**src/rtl/cpu_defines.sv**
```systemverilog
// Shared CPU definitions: TLB geometry plus the refill walker's state and fault encodings.
package cpu_defines;

  localparam int TLB_ENTRY_NUM = 16;
  typedef logic [$clog2(TLB_ENTRY_NUM)-1:0] TLB_index_t;

  typedef enum logic [1:0] {
    IDLE    = 2'd0,
    RD_EVEN = 2'd1,
    RD_ODD  = 2'd2,
    WRITE   = 2'd3
  } walk_state_e;

  localparam logic [1:0] FAULT_NONE    = 2'b00;
  localparam logic [1:0] FAULT_INVALID = 2'b01;
  localparam logic [1:0] FAULT_BUS     = 2'b10;

endpackage

```
**src/rtl/tlb_random.sv**
```systemverilog
// Free-running victim index: counts down from the top entry to wired, then wraps.
module tlb_random
  import cpu_defines::*;
(
  input  logic       clk,
  input  logic       rst,
  input  TLB_index_t wired,
  output TLB_index_t index
);

  localparam TLB_index_t TOP = TLB_index_t'(TLB_ENTRY_NUM - 1);

  TLB_index_t cnt_q, cnt_d;

  // wired >= cnt covers the normal wrap, wired above the count, and wired at the top (hold).
  always_comb begin
    if (wired >= cnt_q) cnt_d = TOP;
    else                cnt_d = cnt_q - TLB_index_t'(1);
  end

  always_ff @(posedge clk or negedge rst) begin
    if (!rst) cnt_q <= TOP;
    else      cnt_q <= cnt_d;
  end

  assign index = cnt_q;

endmodule

```
**src/rtl/tlb_refill_walker.sv**
```systemverilog
// Hardware TLB refill: reads the even/odd PTE pair for a missing page and writes a random TLB slot.
module tlb_refill_walker
  import cpu_defines::*;
#(
  parameter int MEM_TIMEOUT = 255
) (
  input  logic        clk,
  input  logic        rst,
  input  logic        miss_req,
  input  logic [31:0] miss_vaddr,
  input  logic [7:0]  asid,
  input  logic [31:0] pt_base,
  input  logic [3:0]  wired,
  input  logic        flush,
  output logic        busy,
  output logic        mem_req,
  output logic [31:0] mem_addr,
  input  logic        mem_ack,
  input  logic [31:0] mem_rdata,
  output logic        tlb_rw_we,
  output TLB_index_t  tlb_rw_index,
  output logic [31:0] entry_hi_o,
  output logic [31:0] entry_lo1_o,
  output logic [31:0] entry_lo2_o,
  output logic        done,
  output logic        fault,
  output logic [1:0]  fault_code
);

  localparam int TW = $clog2(MEM_TIMEOUT + 1);

  walk_state_e   state_q, state_d;
  logic [18:0]   vpn2_q;
  logic [7:0]    asid_q;
  logic [31:0]   base_q, lo1_q, lo2_q, pte_even;
  TLB_index_t    idx_q, rand_idx;
  logic          abort_q, abort_d, gap_q, gap_d;
  logic [TW-1:0] timer_q, timer_d;
  logic          capture, take_lo1, take_lo2, timed_out, aborting;
  logic          unused_vaddr_bits;

  tlb_random u_random (
    .clk   (clk),
    .rst   (rst),
    .wired (wired),
    .index (rand_idx)
  );

  assign unused_vaddr_bits = ^miss_vaddr[12:0];
  assign timed_out = (timer_q == TW'(MEM_TIMEOUT));
  assign aborting  = abort_q | flush;

  always_comb begin
    state_d    = state_q;
    abort_d    = abort_q;
    gap_d      = 1'b0;
    timer_d    = '0;
    capture    = 1'b0;
    take_lo1   = 1'b0;
    take_lo2   = 1'b0;
    mem_req    = 1'b0;
    tlb_rw_we  = 1'b0;
    done       = 1'b0;
    fault      = 1'b0;
    fault_code = FAULT_NONE;
    case (state_q)
      IDLE: begin
        if (miss_req && !flush) begin
          state_d = RD_EVEN;
          capture = 1'b1;
          abort_d = 1'b0;
        end
      end
      RD_EVEN, RD_ODD: begin
        if (flush) abort_d = 1'b1;
        // The timeout cycle itself has the request dropped and carries the bus fault.
        if (timed_out) begin
          state_d = IDLE;
          abort_d = 1'b0;
          if (!aborting) begin
            fault      = 1'b1;
            fault_code = FAULT_BUS;
          end
        end else if (!gap_q) begin
          mem_req = 1'b1;
          if (mem_ack) begin
            if (aborting) begin
              state_d = IDLE;
              abort_d = 1'b0;
            end else if (state_q == RD_EVEN) begin
              state_d  = RD_ODD;
              take_lo1 = 1'b1;
              gap_d    = 1'b1;
            end else begin
              state_d  = WRITE;
              take_lo2 = 1'b1;
            end
          end else begin
            timer_d = timer_q + TW'(1);
          end
        end
      end
      WRITE: begin
        state_d = IDLE;
        if (!flush) begin
          if (lo1_q[1] || lo2_q[1]) begin
            tlb_rw_we = 1'b1;
            done      = 1'b1;
          end else begin
            fault      = 1'b1;
            fault_code = FAULT_INVALID;
          end
        end
      end
      default: state_d = IDLE;
    endcase
  end

  always_ff @(posedge clk or negedge rst) begin
    if (!rst) begin
      state_q <= IDLE;
      abort_q <= 1'b0;
      gap_q   <= 1'b0;
      timer_q <= '0;
      vpn2_q  <= '0;
      asid_q  <= '0;
      base_q  <= '0;
      lo1_q   <= '0;
      lo2_q   <= '0;
      idx_q   <= '0;
    end else begin
      state_q <= state_d;
      abort_q <= abort_d;
      gap_q   <= gap_d;
      timer_q <= timer_d;
      if (capture) begin
        vpn2_q <= miss_vaddr[31:13];
        asid_q <= asid;
        base_q <= pt_base;
      end
      if (take_lo1) lo1_q <= mem_rdata;
      // Victim index is frozen on the edge that enters WRITE.
      if (take_lo2) begin
        lo2_q <= mem_rdata;
        idx_q <= rand_idx;
      end
    end
  end

  assign pte_even     = base_q + {10'b0, vpn2_q, 3'b000};
  assign mem_addr     = (state_q == RD_ODD) ? pte_even + 32'd4 : pte_even;
  assign busy         = (state_q != IDLE);
  assign tlb_rw_index = idx_q;
  assign entry_hi_o   = {vpn2_q, 5'b0, asid_q};
  assign entry_lo1_o  = lo1_q;
  assign entry_lo2_o  = lo2_q;

endmodule

```
**config.mk**
```make
export PLATFORM = sky130hd
export DESIGN_NAME = tlb_refill_walker
export DESIGN_NICKNAME = d
export VERILOG_FILES = /design/src/rtl/cpu_defines.sv /design/src/rtl/tlb_random.sv /design/src/rtl/tlb_refill_walker.sv
export SDC_FILE = /design/constraint.sdc
export NUM_CORES = 1
export LEC_CHECK = 0
export ABC_CLOCK_PERIOD_IN_PS = 9600
export BUFFER_PORTS_ARGS = -buffer_cell sky130_fd_sc_hd__buf_2
export CORE_UTILIZATION = 55
export DETAILED_ROUTE_END_ITERATION = 8
export PLACE_DENSITY = 0.91
export SETUP_SLACK_MARGIN = 0.05
export SLEW_MARGIN = 10
export SYNTH_ARGS = -nofsm -noshare
export SYNTH_HDL_FRONTEND = slang
export SYNTH_SLANG_ARGS = --single-unit
```
**constraint.sdc**
```tcl
create_clock -name clk -period 9.6 [get_ports clk]
set_input_delay 1.44 -clock clk [delete_from_list [all_inputs] [get_ports clk]]
set_output_delay 1.44 -clock clk [all_outputs]
set_load 0.05 [all_outputs]
```
==> results of run 1 <==
-- through the flow --
stage / setup WS (ns) / instance area, um^2
finish: 3.97 / 9490
global route: 3.69 / 9490
CTS: 3.97 / 9490
detailed placement: 4.45 / 8900
global placement: 4.51 / 8900
floorplan: 4.27 / 7610
-- cell usage after synthesis (3+ instances only) --
library cell / count
a211oi_1: 3
a21o_1: 6
a21oi_1: 25
a31oi_1: 3
and2_1: 3
and3_1: 4
and4_1: 4
buf_1: 3
buf_4: 9
clkbuf_1: 18
dfrtp_1: 139
dfstp_2: 4
ha_1: 31
inv_1: 18
mux2_2: 128
nand2_1: 37
nand2b_1: 3
nand3_1: 11
nand3b_1: 3
nand4_1: 13
nor2_1: 32
nor2b_1: 3
nor3_1: 12
nor3b_1: 3
nor4_1: 3
o211ai_1: 3
o21a_1: 4
o21ai_0: 16
o31ai_1: 3
or2_2: 3
or3_1: 4
xnor2_1: 35
xor2_1: 23
-- cells in the final DEF, fill, tap and decap left out, types with 5 or more instances in the layout --
| cell | Yosys | layout |
|---|---|---|
| inv_1 | 18 | 18 |
| ha_1 | 31 | 31 |
| nor2_1 | 32 | 32 |
| conb_1 | 1 | 5 |
| xnor2_1 | 35 | 35 |
| o21ai_0 | 16 | 16 |
| nand3_1 | 11 | 11 |
| a21oi_1 | 25 | 25 |
| clkbuf_16 | 0 | 17 |
| dfrtp_1 | 139 | 139 |
| xor2_1 | 23 | 23 |
| nand2_1 | 37 | 37 |
| nand4_1 | 13 | 13 |
| a21o_1 | 6 | 6 |
| buf_2 | 0 | 232 |
| nor3_1 | 12 | 12 |
| mux2_2 | 128 | 128 |
-- state kept, by name, indices dropped and copies added, names as in the netlist --
signal,cells
abort_q,1
asid_q,8
base_q,32
entry_lo1_o,32
entry_lo2_o,32
gap_q,1
state_q,2
timer_q,8
tlb_rw_index,4
u_random.index,4
vpn2_q,19
-- cells by family (layout without fill, tap and decap cells) --
| logic type | after synthesis | in the layout | synth area share |
|---|---|---|---|
| buffers and inverters | 49 | 287 | 0.0288 |
| xor gates and xnor gates | 59 | 59 | 0.0691 |
| AOI/OAI and AO/OA | 83 | 83 | 0.0763 |
| muxes | 129 | 129 | 0.191 |
| other | 1 | 5 | 0.000494 |
| adders and majority gates | 32 | 32 | 0.0537 |
| DFF | 143 | 143 | 0.472 |
| and+or+nand+nor | 150 | 150 | 0.108 |
-- worst max path at each step --
stage	from	end	slack, ns
floorplan	vpn2_q[0]$_DFFE_PN0P_	mem_addr[31]	4.27
global placement	vpn2_q[0]$_DFFE_PN0P_	mem_addr[26]	4.51
detailed placement	vpn2_q[0]$_DFFE_PN0P_	mem_addr[27]	4.45
CTS	vpn2_q[0]$_DFFE_PN0P_	mem_addr[31]	3.97
global route	vpn2_q[0]$_DFFE_PN0P_	mem_addr[26]	3.69
finish	vpn2_q[0]$_DFFE_PN0P_	mem_addr[27]	3.97
-- cell type report --
| cell class | instances | area, um^2 |
|---|---|---|
| clock inverter | 13 | 161 |
| multi-input combinational | 458 | 3820 |
| tap | 176 | 220 |
| fill | 952 | 3850 |
| clock buffer | 19 | 433 |
| sequential | 143 | 3580 |
| inverter | 18 | 67.6 |
| timing repair buffer | 237 | 1200 |
-- routing by layer --
metal | share of wire | up-vias | wire length (um) | track usage
met4 | 0.014 | 0 | 248 | 0.0773
met5 | 0 | - | 0 | 0
met2 | 0.52 | 226 | 9350 | 0.457
met1 | 0.40 | 2843 | 7100 | 0.294
li1 | - | 2750 | - | -
met3 | 0.068 | 30 | 1230 | 0.0824
==> summary.txt, run 1 <==
Hold path
  – Hold Crit Depth: 1
  – WHS Endpoint: timer_q[0]$_DFF_PN0_
  – Hold Crit Class: flop to flop
  – HP Start: timer_q[0]$_DFF_PN0_

Floorplanning
  – Die width: 119 um
  – Num rows: 42
  – Initial Util: 0.569
  – Die Height: 119 um
  – I/O pin count: 252
  – Die Footprint: 14300 um^2
  – Core ar.: 13300 um^2

Clock network
  – CTS HTree Levels: 4
  – CTS clock-pin slew for the worst setup and hold paths: 0.06 ns
  – CTS Buf Count: 17
  – Post-CTS Setup Bufs: 0
  – CTS Buffer Depth: 2
  – Post-CTS resize count: 0
  – Sink Count: 143
  – Clk_lat worst skew: 0.41 ns
  – TritonCTS clock tree: built
  – Clock root cell: clkbuf_16
  – Hold-fix buffers, CTS: 0

Synth
  – Post-synthesis sequential area ratio: 0.472
  – Yosys reg bits: 143
  – EDFF count, synth: 0
  – YS warnings: 0
  – Mapped Area: 7590 um^2
  – Post-synth top area share: 0.458
  – Syn Inst Count: 646
  – Synth area leader: dfrtp_1
  – Synth Area per Inst: 11.8 um^2
  – Asr flop ratio synth: 1.00
  – Most used DFF post-synth: dfrtp_1
  – Netlist cell types: 68
  – Top post-synthesis cells by area: dfrtp_1 (46%), mux2_2 (19%), ha_1 (5.1%)

Setup path
  – Stages on the worst setup path: 13
  – Worst r2r dst: entry_lo1_o[3]$_DFFE_PN0P_
  – CP Data Required Time: 8.16 ns
  – Cell family with most CP delay: simple AND/OR/NAND/NOR gates
  – Crit-path cells: ha_1 > inv_1 > fa_1 > and2b_2 > o31ai_1 > a211oi_1 > o21a_1 > or3b_4 > nor4b_4 > nand4_1 > nor4_1 > xnor2_1 > buf_2
  – Crit end category: primary output
  – Critical path's slowest cell: or3b_4
  – CP bufs+invs: 2
  – R2r setup slk: 6.68 ns
  – Kind of critical path: flop to primary output
  – Worst path max stage delay: 0.43 ns
  – CP Data Arrival Time: 4.19 ns
  – Worst Setup Start Kind: flop
  – Max FO, Critical Path: 5
  – Reg2Reg Launch Point: timer_q[0]$_DFF_PN0_
  – Worst R2R Path Depth: 9

Detailed routing
  – DR iter-0 viols: 290
  – Routed Antenna Nets: 0
  – Initial DRT Pass Iterations: 5
  – Drc violations: 0
  – Vias/cell: 5.50
  – Via count: 5849
  – Final WL: 17.9 mm
  – Avg WL per Cell: 16.8 um

Global route
  – Total track usage: 0.258
  – Number of global-route vias before repair: 6087
  – Antenna violations before repair: 0
  – Remaining Overflow, GRT: 0
  – First-pass GRT wire length: 29.0 mm
  – Largest net degree at the start of global routing: 88

Cells and area
  – # nets final: 1020
  – Area Growth Syn to Fin: 25.1%
  – Layout cell share with drive strength beyond 1: 0.473
  – Post-layout util: 0.711
  – Non-filler cells, final: 1064
  – # diodes: 0

STA
  – Setup TNS: 0 ns
  – Fin Hold WS: 0.484 ns
  – Slew HR: 0.462
  – Fin crit share: 0.587
  – Final hold violation count: 0
  – # setup viols final: 0
  – Slew Limit Fails: 0
  – Worst-Margin Slew: 0.807 ns
  – Setup Skew: 0.00921 ns
  – Fmax: 177 MHz
  – Final min period: 5.63 ns
  – RSZ-0062 raised after global routing: false

Place
  – IO buf count: 233
  – Placed Instances: 1032
  – GP Congestion: 0.856
  – DP Wirelength: 13.0 mm

Run
  – Max Cap Viol: 0

Run status
  – Status: finished clean
Power of run 1 is not shown: default switching activity piles up to over one toggle a cycle in this logic, so the estimate is an artifact.
==> run 2: changes to the inputs <==
--- a/config.mk
+++ b/config.mk
@@ -5,11 +5,11 @@
 export SDC_FILE = /design/constraint.sdc
 export NUM_CORES = 1
 export LEC_CHECK = 0
-export ABC_CLOCK_PERIOD_IN_PS = 9600
+export ABC_CLOCK_PERIOD_IN_PS = 5600
 export BUFFER_PORTS_ARGS = -buffer_cell sky130_fd_sc_hd__buf_2
-export CORE_UTILIZATION = 55
+export CORE_UTILIZATION = 51
 export DETAILED_ROUTE_END_ITERATION = 8
-export PLACE_DENSITY = 0.91
+export PLACE_DENSITY = 0.86
 export SETUP_SLACK_MARGIN = 0.05
 export SLEW_MARGIN = 10
 export SYNTH_ARGS = -nofsm -noshare
==> constraint.sdc (replaced) <==
create_clock -name clk -period 5.6 [get_ports clk]
set_input_delay 0.84 -clock clk [delete_from_list [all_inputs] [get_ports clk]]
set_output_delay 0.84 -clock clk [all_outputs]
set_load 0.05 [all_outputs]
==> run 2 against run 1 <==
Net effect: via count decreased by 1.4%; cell count increased by 1.0%; sequential share of layout area decreased by 0.094 points; critical path depth unchanged; die area increased by 7.7%; hold slack improved by 0.0042 ns; routed wire length decreased by 4.3%; global-route usage decreased by 3.1 points; flip-flop and latch count unchanged; register-to-register slack got worse by 4.0 ns; utilization decreased by 5.6 points; non-clock buffer count unchanged.
==> summary.txt, run 2 (synthesis results as in run 1) <==
Run status
  – Status: finished clean

Detailed routing
  – Final WL: 17.1 mm
  – Via count: 5768
  – Vias/cell: 5.37
  – Initial DRT Pass Iterations: 4
  – Avg WL per Cell: 15.9 um
  – DR iter-0 viols: 234
  – Drc violations: 0
  – Routed Antenna Nets: 0

Floorplanning
  – Num rows: 44
  – Initial Util: 0.522
  – Die Height: 124 um
  – Core ar.: 14500 um^2
  – I/O pin count: 252
  – Die width: 124 um
  – Die Footprint: 15400 um^2

STA
  – Worst-Margin Slew: 0.817 ns
  – RSZ-0062 raised after global routing: false
  – Fmax: 199 MHz
  – Setup Skew: 0.00883 ns
  – # setup viols final: 0
  – Setup TNS: 0 ns
  – Slew HR: 0.456
  – Slew Limit Fails: 0
  – Fin crit share: 0.896
  – Final critical-path setup slack: 0.581 ns
  – Final hold violation count: 0
  – Final min period: 5.02 ns

Hold path
  – Hold Crit Depth: 1
  – HP Start: u_random.index[0]$_DFF_PN1_
  – WHS Endpoint: u_random.index[0]$_DFF_PN1_
  – Hold Crit Class: flop to flop

Place
  – IO buf count: 233
  – GP Congestion: 0.891
  – DP Wirelength: 12.9 mm
  – Pre-CTS WS: 1.01 ns

Cells and area
  – Layout cell share with drive strength beyond 1: 0.471
  – Most frequent cells in the layout: buf_2 (232), dfrtp_1 (139), mux2_2 (128)
  – Multi-input combinational cell area: 3820 um^2
  – Number of fill cells: 1107
  – Commonest non-fill, non-tap cell in the layout: buf_2
  – Area Growth Syn to Fin: 25.4%
  – FF+latch area: 3580 um^2
  – # nets final: 1020

Setup path
  – Kind of critical path: flop to primary output
  – R2r setup slk: 2.70 ns
  – Crit end category: primary output
  – Worst r2r dst: entry_lo1_o[15]$_DFFE_PN0P_
  – Worst Setup Start Kind: flop
  – CP Data Required Time: 4.76 ns
  – Reg2Reg Launch Point: timer_q[0]$_DFF_PN0_
  – Worst R2R Path Depth: 9
  – Max FO, Critical Path: 5
  – CP Data Arrival Time: 4.18 ns

Clock network
  – CTS Buf Count: 17
  – CTS clock-pin slew for the worst setup and hold paths: 0.06 ns
  – Post-CTS resize count: 0
  – Sink Count: 143
  – TritonCTS clock tree: built
  – CTS HTree Levels: 4
  – CTS Buffer Depth: 2
  – Hold-fix buffers, CTS: 0
  – Clk_lat worst skew: 0.41 ns
  – Clock root cell: clkbuf_16
  – Post-CTS Setup Bufs: 0

Global route
  – Number of global-route vias before repair: 5575
  – Antenna violations before repair: 2
  – First-pass GRT wire length: 26.9 mm
  – Total track usage: 0.227
  – Remaining Overflow, GRT: 0
  – Largest net degree at the start of global routing: 95

Run
  – Max Cap Viol: 0
[run 2: cell types whose count changed in the layout (fill, tap and decap cells not counted), sizes merged]
cell      previous run  this run
clkbuf              19        23
diode                0         3
inv                 22        19
clkinv               5         3
clkinvlp             1         2
[run 2: cell type report]
cell class / instances / area share
multi-input cells: 458 / 0.402
flip-flops and latches: 143 / 0.377
diodes: 3 / 0.000789
clock buffers: 23 / 0.0492
repair buffers: 237 / 0.126
clock inverters: 9 / 0.0139
inverters: 18 / 0.00710
well taps: 184 / 0.0242
[run 2: stage by stage]
stage / area [um^2] / utilization / hold slack (ns) / cells
floorplan: 7610 / - / 0.443 / 650
global placement: 8910 / 0.613 / 0.461 / 1040
detailed placement: 8910 / 0.613 / 0.471 / 1040
CTS: 9510 / 0.654 / 0.486 / 1072
global route: 9510 / 0.654 / 0.505 / 1073
finish: 9520 / 0.655 / 0.488 / 1075
[run 2: metal layers]
metal,wire (um),part of all wire,vias to the layer above,GRT usage
met5,0,0,-,0
met4,309,0.018,0,0.0833
met3,1250,0.073,23,0.0765
met2,8460,0.49,189,0.377
met1,7130,0.42,2780,0.273
li1,-,-,2776,-
[run 2: worst max-delay path by stage]
stage | endpoint | from | slack (ns)
floorplan | mem_addr[31] | vpn2_q[0]$_DFFE_PN0P_ | 0.87
global placement | mem_addr[26] | vpn2_q[0]$_DFFE_PN0P_ | 1.07
detailed placement | mem_addr[26] | vpn2_q[0]$_DFFE_PN0P_ | 1.01
CTS | mem_addr[26] | vpn2_q[0]$_DFFE_PN0P_ | 0.57
global route | mem_addr[27] | vpn2_q[0]$_DFFE_PN0P_ | 0.27
finish | mem_addr[26] | vpn2_q[0]$_DFFE_PN0P_ | 0.58
[run 2: worst max-delay path: stages (launching register included)]
cell and delay, ns:
dfrtp_1 0.40, ha_1 0.23, inv_1 0.08, fa_1 0.20
and2b_2 0.26, o31ai_1 0.40, a21oi_1 0.21, xnor2_1 0.22
nand3b_1 0.33, nor4_4 0.40, nand4_1 0.23, nor4b_1 0.37
xnor2_1 0.16, buf_2 0.28
Power of run 2 is left out for the same reason.
